## config.mk

```make
export PLATFORM = sky130hd
export DESIGN_NAME = div_sequencer
export DESIGN_NICKNAME = d
export VERILOG_FILES = /design/src/rtl/div_sequencer.sv
export SDC_FILE = /design/constraint.sdc
export NUM_CORES = 1
export LEC_CHECK = 0
export CAP_MARGIN = 20
export CELL_PAD_IN_SITES_DETAIL_PLACEMENT = 1
export CELL_PAD_IN_SITES_GLOBAL_PLACEMENT = 1
export CORE_ASPECT_RATIO = 0.5
export CORE_UTILIZATION = 45
export DETAILED_ROUTE_END_ITERATION = 12
export MAX_ROUTING_LAYER = met4
export PLACE_DENSITY = 0.89
export SLEW_MARGIN = 10
export SYNTH_ARGS = -nofsm -noshare
export SYNTH_HDL_FRONTEND = slang
export SYNTH_SLANG_ARGS = --single-unit
```

## constraint.sdc

```tcl
create_clock -name clk_i -period 26.6 [get_ports clk_i]
set_input_delay 6.65 -clock clk_i [delete_from_list [all_inputs] [get_ports clk_i]]
set_output_delay 6.65 -clock clk_i [all_outputs]
set_load 0.005 [all_outputs]
```

## src/rtl/div_sequencer.sv

```systemverilog
// Multi-cycle RV64 M-extension divider/remainder sequencer (restoring, one quotient bit per cycle).
// Latency: N+1 cycles from accepted start to valid (N = XLEN, or XLEN/2 for W ops); 1 cycle for div-by-zero/overflow.
// Backpressure: start is only accepted while ready_o=1; flush_i aborts any state and drops a same-cycle start.
module div_sequencer #(
  parameter int XLEN = 64
) (
  input  logic            clk_i,
  input  logic            rst_i,
  input  logic            start_i,
  input  logic [2:0]      func3_i,
  input  logic            word_i,
  input  logic [XLEN-1:0] rs1_i,
  input  logic [XLEN-1:0] rs2_i,
  input  logic            flush_i,
  output logic            ready_o,
  output logic            busy_o,
  output logic            valid_o,
  output logic [XLEN-1:0] result_o
);

  localparam int HALF = XLEN / 2;
  localparam int CW   = $clog2(XLEN) + 1;

  typedef enum logic [1:0] {IDLE = 2'd0, CALC = 2'd1, DONE = 2'd2} state_t;

  state_t          state_q, state_d;
  logic            rem_op_q, word_q, qneg_q, rneg_q;
  logic [XLEN-1:0] divisor_q, quo_q, rem_q, result_q;
  logic [CW-1:0]   count_q;

  logic            sgn_op, rem_op, a_neg, b_neg, div_zero, ovf, special;
  logic [XLEN-1:0] a_ext, b_ext, a_mag, b_mag, quo_init, special_res;
  logic [XLEN:0]   rem_sh;
  logic            ge;
  logic [XLEN-1:0] rem_nxt, quo_nxt, calc_res;
  logic            accept, step, load_special, load_calc;

  // Apply the sign correction, then sign-extend bit HALF-1 for every W op (unsigned included).
  function automatic logic [XLEN-1:0] finish_res(input logic [XLEN-1:0] raw,
                                                 input logic neg, input logic w);
    logic [XLEN-1:0] v;
    v = neg ? -raw : raw;
    return w ? {{HALF{v[HALF-1]}}, v[HALF-1:0]} : v;
  endfunction

  // Operand prep: width/sign extension, magnitudes and special-case detection for the incoming request.
  always_comb begin
    sgn_op = (func3_i == 3'b100) || (func3_i == 3'b110);
    rem_op = func3_i[2] & func3_i[1];
    a_ext  = rs1_i;
    b_ext  = rs2_i;
    if (word_i) begin
      a_ext = sgn_op ? {{HALF{rs1_i[HALF-1]}}, rs1_i[HALF-1:0]} : {{HALF{1'b0}}, rs1_i[HALF-1:0]};
      b_ext = sgn_op ? {{HALF{rs2_i[HALF-1]}}, rs2_i[HALF-1:0]} : {{HALF{1'b0}}, rs2_i[HALF-1:0]};
    end
    a_neg    = sgn_op & a_ext[XLEN-1];
    b_neg    = sgn_op & b_ext[XLEN-1];
    a_mag    = a_neg ? -a_ext : a_ext;
    b_mag    = b_neg ? -b_ext : b_ext;
    // W dividends sit in the upper half so the first HALF shifts consume exactly their bits.
    quo_init = word_i ? {a_mag[HALF-1:0], {HALF{1'b0}}} : a_mag;
    div_zero = (b_ext == '0);
    ovf      = sgn_op && (b_ext == '1) &&
               (a_ext == (word_i ? {{(HALF+1){1'b1}}, {(HALF-1){1'b0}}}
                                 : {1'b1, {(XLEN-1){1'b0}}}));
    special  = div_zero | ovf;
    if (div_zero) begin
      special_res = finish_res(rem_op ? a_ext : '1, 1'b0, word_i);
    end else begin
      special_res = finish_res(rem_op ? '0 : a_ext, 1'b0, word_i);
    end
  end

  // One restoring step: shift the next dividend bit into the partial remainder and trial-subtract.
  always_comb begin
    rem_sh   = {rem_q, quo_q[XLEN-1]};
    ge       = (rem_sh >= {1'b0, divisor_q});
    rem_nxt  = ge ? (rem_sh[XLEN-1:0] - divisor_q) : rem_sh[XLEN-1:0];
    quo_nxt  = {quo_q[XLEN-2:0], ge};
    calc_res = finish_res(rem_op_q ? rem_nxt : quo_nxt, rem_op_q ? rneg_q : qneg_q, word_q);
  end

  // State register.
  always_ff @(posedge clk_i or posedge rst_i) begin
    if (rst_i) state_q <= IDLE;
    else       state_q <= state_d;
  end

  // Next-state and datapath control; flush overrides everything, including a same-cycle start.
  always_comb begin
    state_d      = state_q;
    accept       = 1'b0;
    step         = 1'b0;
    load_special = 1'b0;
    load_calc    = 1'b0;
    case (state_q)
      IDLE: if (start_i) begin
        accept       = 1'b1;
        load_special = special;
        state_d      = special ? DONE : CALC;
      end
      CALC: begin
        step = 1'b1;
        if (count_q == CW'(1)) begin
          load_calc = 1'b1;
          state_d   = DONE;
        end
      end
      DONE:    state_d = IDLE;
      default: state_d = IDLE;
    endcase
    if (flush_i) begin
      state_d      = IDLE;
      accept       = 1'b0;
      step         = 1'b0;
      load_special = 1'b0;
      load_calc    = 1'b0;
    end
  end

  // Operand latch, iteration registers and the held result.
  always_ff @(posedge clk_i or posedge rst_i) begin
    if (rst_i) begin
      rem_op_q  <= 1'b0;
      word_q    <= 1'b0;
      qneg_q    <= 1'b0;
      rneg_q    <= 1'b0;
      divisor_q <= '0;
      quo_q     <= '0;
      rem_q     <= '0;
      count_q   <= '0;
      result_q  <= '0;
    end else begin
      if (accept) begin
        rem_op_q  <= rem_op;
        word_q    <= word_i;
        qneg_q    <= a_neg ^ b_neg;
        rneg_q    <= a_neg;
        divisor_q <= b_mag;
        quo_q     <= quo_init;
        rem_q     <= '0;
        count_q   <= word_i ? CW'(HALF) : CW'(XLEN);
      end else if (step) begin
        quo_q   <= quo_nxt;
        rem_q   <= rem_nxt;
        count_q <= count_q - CW'(1);
      end
      if (load_special)   result_q <= special_res;
      else if (load_calc) result_q <= calc_res;
    end
  end

  assign ready_o  = (state_q == IDLE);
  assign busy_o   = (state_q == CALC);
  assign valid_o  = (state_q == DONE) && !flush_i;
  assign result_o = result_q;

endmodule
```

==> out/summary.txt, run 1 <==
number of enable flip-flop cells after synthesis: 0
syn avg cell area: 7.57 sq um
Die Wd: 326 um
Crit path top cell by count: clkdlybuf4s50_1
DR vias/cell: 6.78
RR Startpoint: divisor_q[62]$_DFFE_PP0P_
HPWL Detailed: 89.8 mm
Post-CTS Setup Bufs: 0
clock-pin slew on the worst setup and hold paths: 0.07 ns
# hold bufs at CTS: 0
WP data required: 19.95 ns
CTS buffer count: 29
first-pass GRT wire length: 171 mm
min-delay src: divisor_q[32]$_DFFE_PP0P_
number of DRC markers in iteration 0: 3714
IO Pins: 203
maximum vdd ir drop: 0.103 mV
Pins Over Slew Limit: 0
WL/cell: 29.8 um
post-CTS sizing: 0
max incr delay on CP: 0.57 ns
power density over cell area: 128 nW/um^2
dpl ws: 11.93 ns
Critical Path Start Type: input port
crit path kind: in -> out
Clock Sinks: 269
Tot GR Track Use: 0.441
via count: 26500
Tcrit/Tclk final: 0.552
Synth-to-Final Area Change: 14.3%
Filler Cell Count: 6355
Tightest Pin Transition: 1.18 ns
fin crit period: 14.68 ns
worst path arrival time: 8.03 ns
synthesized area: 23600 sq um
share of flip-flops with an asynchronous set or reset: 1.00
Leakage: 11.1 nW
critical-path maximum fanout: 5
TritonCTS clock tree: built
worst hold path class: reg -> reg
vias in the first global route: 25600
total grt overflow: 0
Crit. Startpoint: flush_i
fmax: 0.0681 GHz
Placed Area: 25900 sq um
drt drc: 0
share of cells above drive strength 1: 0.0611
slowest stage cell, crit path: clkdlybuf4s50_1
DIE AREA: 53500 sq um
cell breakdown of the critical path: clkdlybuf4s50_1 -> nor3b_1 -> clkdlybuf4s50_1
crit end category: output port
initial antenna violation count: 6
Rel. slew slack: 0.211
Hold Violations, Final: 0
Syn Inst Count: 3120
#FFs+latches synth: 269
Fin Clk Skew: 0.0340 ns
ys flop type: dfrtp_1
Initial Util: 0.463
core area: 51000 sq um
fin area: 27000 sq um
drt pass-1 iters: 6
Layout Nets: 3394
Yosys top cell by area: dfrtp_1
Ys Warns: 0
die height: 164 um
clk_lat worst skew: 0.63 ns
syn nets: 3327
pin count of the biggest net entering global routing: 101
clk buf depth: 3
RSZ-0062 raised after global routing: no
max-cap violations: 0
Layout Utilization: 0.529
routed wire length: 116 mm
# port buffers: 202
final setup vio count: 0
CTS HTree Levels: 1
post-route ant nets: 0
Synth cell types: 118
Synth area leaders: dfrtp_1 28%, o21ai_0 6.2%, nand2_1 6.2%, a21oi_1 5.8%, nor2_1 4.6%
top-area cell type share of the netlist area: 0.285
outcome: finished, final reports clean
root buffer cell: clkbuf_16
final worst slack: 11.92 ns
total power draw: 3.47 mW
setup_tns: 0 ns
GP Congestion: 1.05
Rows: 58
register area share after synthesis: 0.285
[area by class of cell]
type	count	area, sq um	area share
clock buffers	43	868	0.0322
repair buffers	240	2310	0.0857
diodes	4	10.0	0.000371
clock inverters	11	184	0.00681
multi-input cells	2523	15600	0.576
inverters	124	473	0.0175
flip-flops and latches	269	6740	0.249
well taps	690	863	0.0320
[per-layer routing]
layer | GRT usage | part of all wire | wire length, um | up-vias
li1 | - | - | - | 11400
met1 | 0.598 | 0.42 | 49100 | 13300
met2 | 0.629 | 0.41 | 47800 | 1583
met3 | 0.136 | 0.13 | 15600 | 210
met4 | 0.119 | 0.034 | 3910 | 0
met5 | - | 0 | 0 | -
[where the power goes]
group / switching [mW] / total [mW] / internal (mW)
Combinational: 1.56 / 2.27 / 0.707
Sequential: 0.180 / 0.730 / 0.550
Clock: 0.203 / 0.470 / 0.266
Total: 1.94 / 3.47 / 1.52
[cell families (layout without fill, tap and decap cells)]
family	after synthesis	in the layout	synth area share
AOI/OAI and AO/OA	1047	1047	0.274
xor gates and xnor gates	217	217	0.0805
adders and majority gates	73	73	0.0388
buffers and inverters	328	418	0.0593
DFF	269	269	0.285
muxes	78	78	0.0335
other	0	4	0
and+or+nand+nor	1108	1108	0.229
[critical path, delay by kind of cell]
family	cells	cell delay (ns)
simple gates	1	0.27
buf+inv	2	1.10
[synth_stat cells, types with 38 or more instances]
| master | number |
|---|---|
| a21o_1 | 40 |
| a21oi_1 | 272 |
| a31oi_1 | 63 |
| clkbuf_1 | 141 |
| dfrtp_1 | 269 |
| ha_1 | 70 |
| inv_1 | 122 |
| mux2i_1 | 72 |
| nand2_1 | 388 |
| nand3_1 | 88 |
| nand4_1 | 49 |
| nor2_1 | 291 |
| nor3_1 | 70 |
| nor4_1 | 38 |
| o21ai_0 | 294 |
| o21ai_1 | 67 |
| xnor2_1 | 109 |
| xor2_1 | 108 |
[path summary, 6_finish.rpt]
path	to	cells after the start	slack, ns
max	valid_o	3	11.92
min	divisor_q[32]$_DFFE_PP0P_	2	0.48
max reg2reg	result_o[38]$_DFFE_PP0P_	18	19.42
min reg2reg	divisor_q[32]$_DFFE_PP0P_	2	0.48
max in group asynchronous	result_o[46]$_DFFE_PP0P_	4	17.78
min in group asynchronous	rem_q[28]$_DFFE_PP0P_	2	6.48
[registers in the layout, summed over array words and instances (netlist names)]
name / flops
rneg_q: 1
rem_op_q: 1
divisor_q: 64
quo_q: 64
result_o: 64
qneg_q: 1
state_q: 2
rem_q: 64
count_q: 7
word_q: 1
[cell usage in the layout (no fill, tap or decap), types with 29 or more instances in the layout]
cell type        Yosys  routed
inv_1              122     121
xor2_1             108     108
a21oi_1            272     272
buf_4                8      36
o22ai_1             37      37
nand2_1            388     388
a21o_1              40      40
dfrtp_1            269     268
nor2_1             291     287
or3_1               30      30
nand3_1             88      88
o31ai_1             35      35
a31oi_1             63      63
o21ai_1             67      66
ha_1                70      70
mux2i_1             72      71
a211oi_1            37      37
clkbuf_16            0      29
nor4_1              38      38
o21ai_0            294     294
o211ai_1            29      29
xnor2_1            109     109
nor3_1              70      70
nand4_1             49      49
clkdlybuf4s50_1      0     201
[stage by stage]
step | std cells | hold slack (ns)
4_1_cts | 3896 | 0.485
5_1_grt | 3904 | 0.508
2_1_floorplan | 3120 | 0.449
6_report | 3904 | 0.482
3_3_place_gp | 3842 | 0.453
3_5_place_dp | 3842 | 0.465
No activity file was read; power rests on OpenSTA's default activity.
==> run 2, diff against run 1 <==
CORE_UTILIZATION = 40   (was 45)
PLACE_DENSITY = 0.84   (was 0.89)
clock period = 13.3 ns   (was 26.6 ns; I/O delays follow)
==> run 2 against run 1 <==
Compared with the run above: power up 96%; sequential power grew 99%; wire length is 2.7% higher; clock power grew 82%; highest routed layer unchanged.
==> out/summary.txt, run 2 (synthesized netlist as in run 1, its figures left out) <==
max incr delay on CP: 0.91 ns (+0.34 ns)
max-cap violations: 0 (unchanged)
crit end category: flop
crit path kind: in -> reg
GP Congestion: 1.08 (+2.6%)
hold path endpoint: divisor_q[53]$_DFFE_PP0P_
total grt overflow: 0 (unchanged)
Layout Utilization: 0.468 (-0.0616)
vias in the first global route: 25400 (-0.89%)
worst path arrival time: 8.52 ns (+0.49 ns)
fin area: 27100 sq um (+0.24%)
power density over cell area: 251 nW/um^2 (+96%)
fmax: 0.125 GHz
final setup vio count: 0 (unchanged)
via count: 26400 (-0.23%)
post-CTS sizing: 0 (unchanged)
CTS buffer count: 29 (unchanged)
Synth-to-Final Area Change: 14.6%
slowest stage cell, crit path: nor4_1
Placed Area: 26000 sq um (+0.41%)
pin count of the biggest net entering global routing: 122 (+21%)
Worst Hold Path Cells: 2 (unchanged)
clock-pin slew on the worst setup and hold paths: 0.07 ns (about the same)
Tot GR Track Use: 0.401 (-0.0396)
r2r endpoint: result_o[32]$_DFFE_PP0P_
HPWL Detailed: 93.2 mm (+3.8%)
root buffer cell: clkbuf_16
Crit path top cell by count: or3_1
cell breakdown of the critical path: clkdlybuf4s50_1 -> or4_1 -> or3_1 -> or3_1 -> or2_1 -> nor4_1 -> and3_1 -> and2_1 -> buf_4 -> a21o_1 -> a21oi_1 -> o21ai_0 -> nand2_1 -> o21ai_1
post-route ant nets: 0 (unchanged)
Rel. slew slack: 0.203 (-0.00835)
drt drc: 0 (unchanged)
core area: 57900 sq um (+13%)
DR vias/cell: 6.63 (-2.3%)
min-delay src: divisor_q[53]$_DFFE_PP0P_
die height: 174 um (+6.0%)
Layout Nets: 3398 (+0.12%)
commonest non-fill, non-tap cell in the layout: nand2_1
Clock Sinks: 269 (unchanged)
clk_lat worst skew: 0.62 ns (about the same)
WL/cell: 30.0 um (+0.63%)
Critical Path Start Type: input port
Tcrit/Tclk final: 0.600
Fin Clk Skew: 0.0348 ns (+0.000823 ns)
WP data required: 13.84 ns (-6.11 ns)
share of cells above drive strength 1: 0.0613 (+0.000254)
TritonCTS clock tree: built
# hold bufs at CTS: 0 (unchanged)
clk buf depth: 3 (unchanged)
most frequent cells in the layout: 388 x nand2_1, 294 x o21ai_0, 288 x nor2_1
worst hold path class: reg -> reg
Die Wd: 346 um (+6.0%)
Initial Util: 0.408 (-0.0548)
Worst R2R Path Depth: 19 (+1)
DIE AREA: 60100 sq um (+12%)
first-pass GRT wire length: 175 mm (+2.2%)
IO Pins: 203 (unchanged)
Post-CTS Setup Bufs: 0 (unchanged)
initial antenna violation count: 3 (-3)
outcome: finished, final reports clean
Hold Violations, Final: 0 (unchanged)
Tightest Pin Transition: 1.19 ns (+0.00448 ns)
CTS HTree Levels: 1 (unchanged)
setup_tns: 0 ns (unchanged)
critical-path maximum fanout: 33 (+28)
RR Startpoint: quo_q[63]$_DFFE_PP0P_
RSZ-0062 raised after global routing: no
number of DRC markers in iteration 0: 3344 (-10%)
routed wire length: 120 mm (+2.7%)
Leakage: 11.0 nW (-0.27%)
drt pass-1 iters: 6 (unchanged)
r2r setup slk: 6.84 ns (-12.58 ns)
fin crit period: 7.98 ns
Pins Over Slew Limit: 0 (unchanged)
Rows: 62 (+6.9%)
maximum vdd ir drop: 0.151 mV (+47%)
# port buffers: 202 (unchanged)
run 2: worst max path at each step:
stage | start | to | cells past startpoint
2_1_floorplan | rst_i | count_q[0]$_DFFE_PP0P_ | 1
3_3_place_gp | func3_i[2] | result_o[59]$_DFFE_PP0P_ | 13
3_5_place_dp | func3_i[2] | result_o[47]$_DFFE_PP0P_ | 14
4_1_cts | func3_i[2] | result_o[47]$_DFFE_PP0P_ | 14
5_1_grt | rs2_i[16] | result_o[33]$_DFFE_PP0P_ | 14
6_report | rs2_i[16] | result_o[33]$_DFFE_PP0P_ | 14
run 2: layout make-up:
| type | count | area [sq um] |
|---|---|---|
| antenna | 5 | 12.5 |
| clock buffer | 38 | 790 |
| clock inverter | 15 | 145 |
| fill | 7157 | 30800 |
| inverter | 124 | 473 |
| multi-input combinational | 2523 | 15600 |
| sequential | 269 | 6740 |
| tap | 768 | 961 |
| timing repair buffer | 244 | 2400 |
run 2: stage by stage:
step	setup WS (ns)	power [mW]	std cells	hold slack, ns
floorplan	2.56	4.02	3120	0.449
CTS	5.32	6.56	3975	0.485
detailed placement	4.81	5.67	3922	0.470
global placement	4.62	5.59	3921	0.463
global route	5.15	7.07	3984	0.519
finish	5.32	6.79	3986	0.484
run 2: routing by layer:
metal  part of all wire  up-vias  wire length, um  track usage
met2               0.41     1538            49000        0.560
met1               0.44    13200            52500        0.567
li1                   -    11400                -            -
met3               0.11      240            13700       0.0913
met4              0.037        0             4440        0.129
met5                  0        -                0            -
run 2: report_power, final:
part | total (mW) | internal (mW) | switching (mW)
logic | 4.49 | 1.41 | 3.08
clock network | 0.854 | 0.458 | 0.396
registers | 1.45 | 1.10 | 0.347
total | 6.79 | 2.97 | 3.82
run 2: critical path, delay by kind of cell:
family          cells  cell delay, ns
buf+inv             2            0.79
compound gates      4            1.10
simple gates        8            3.27
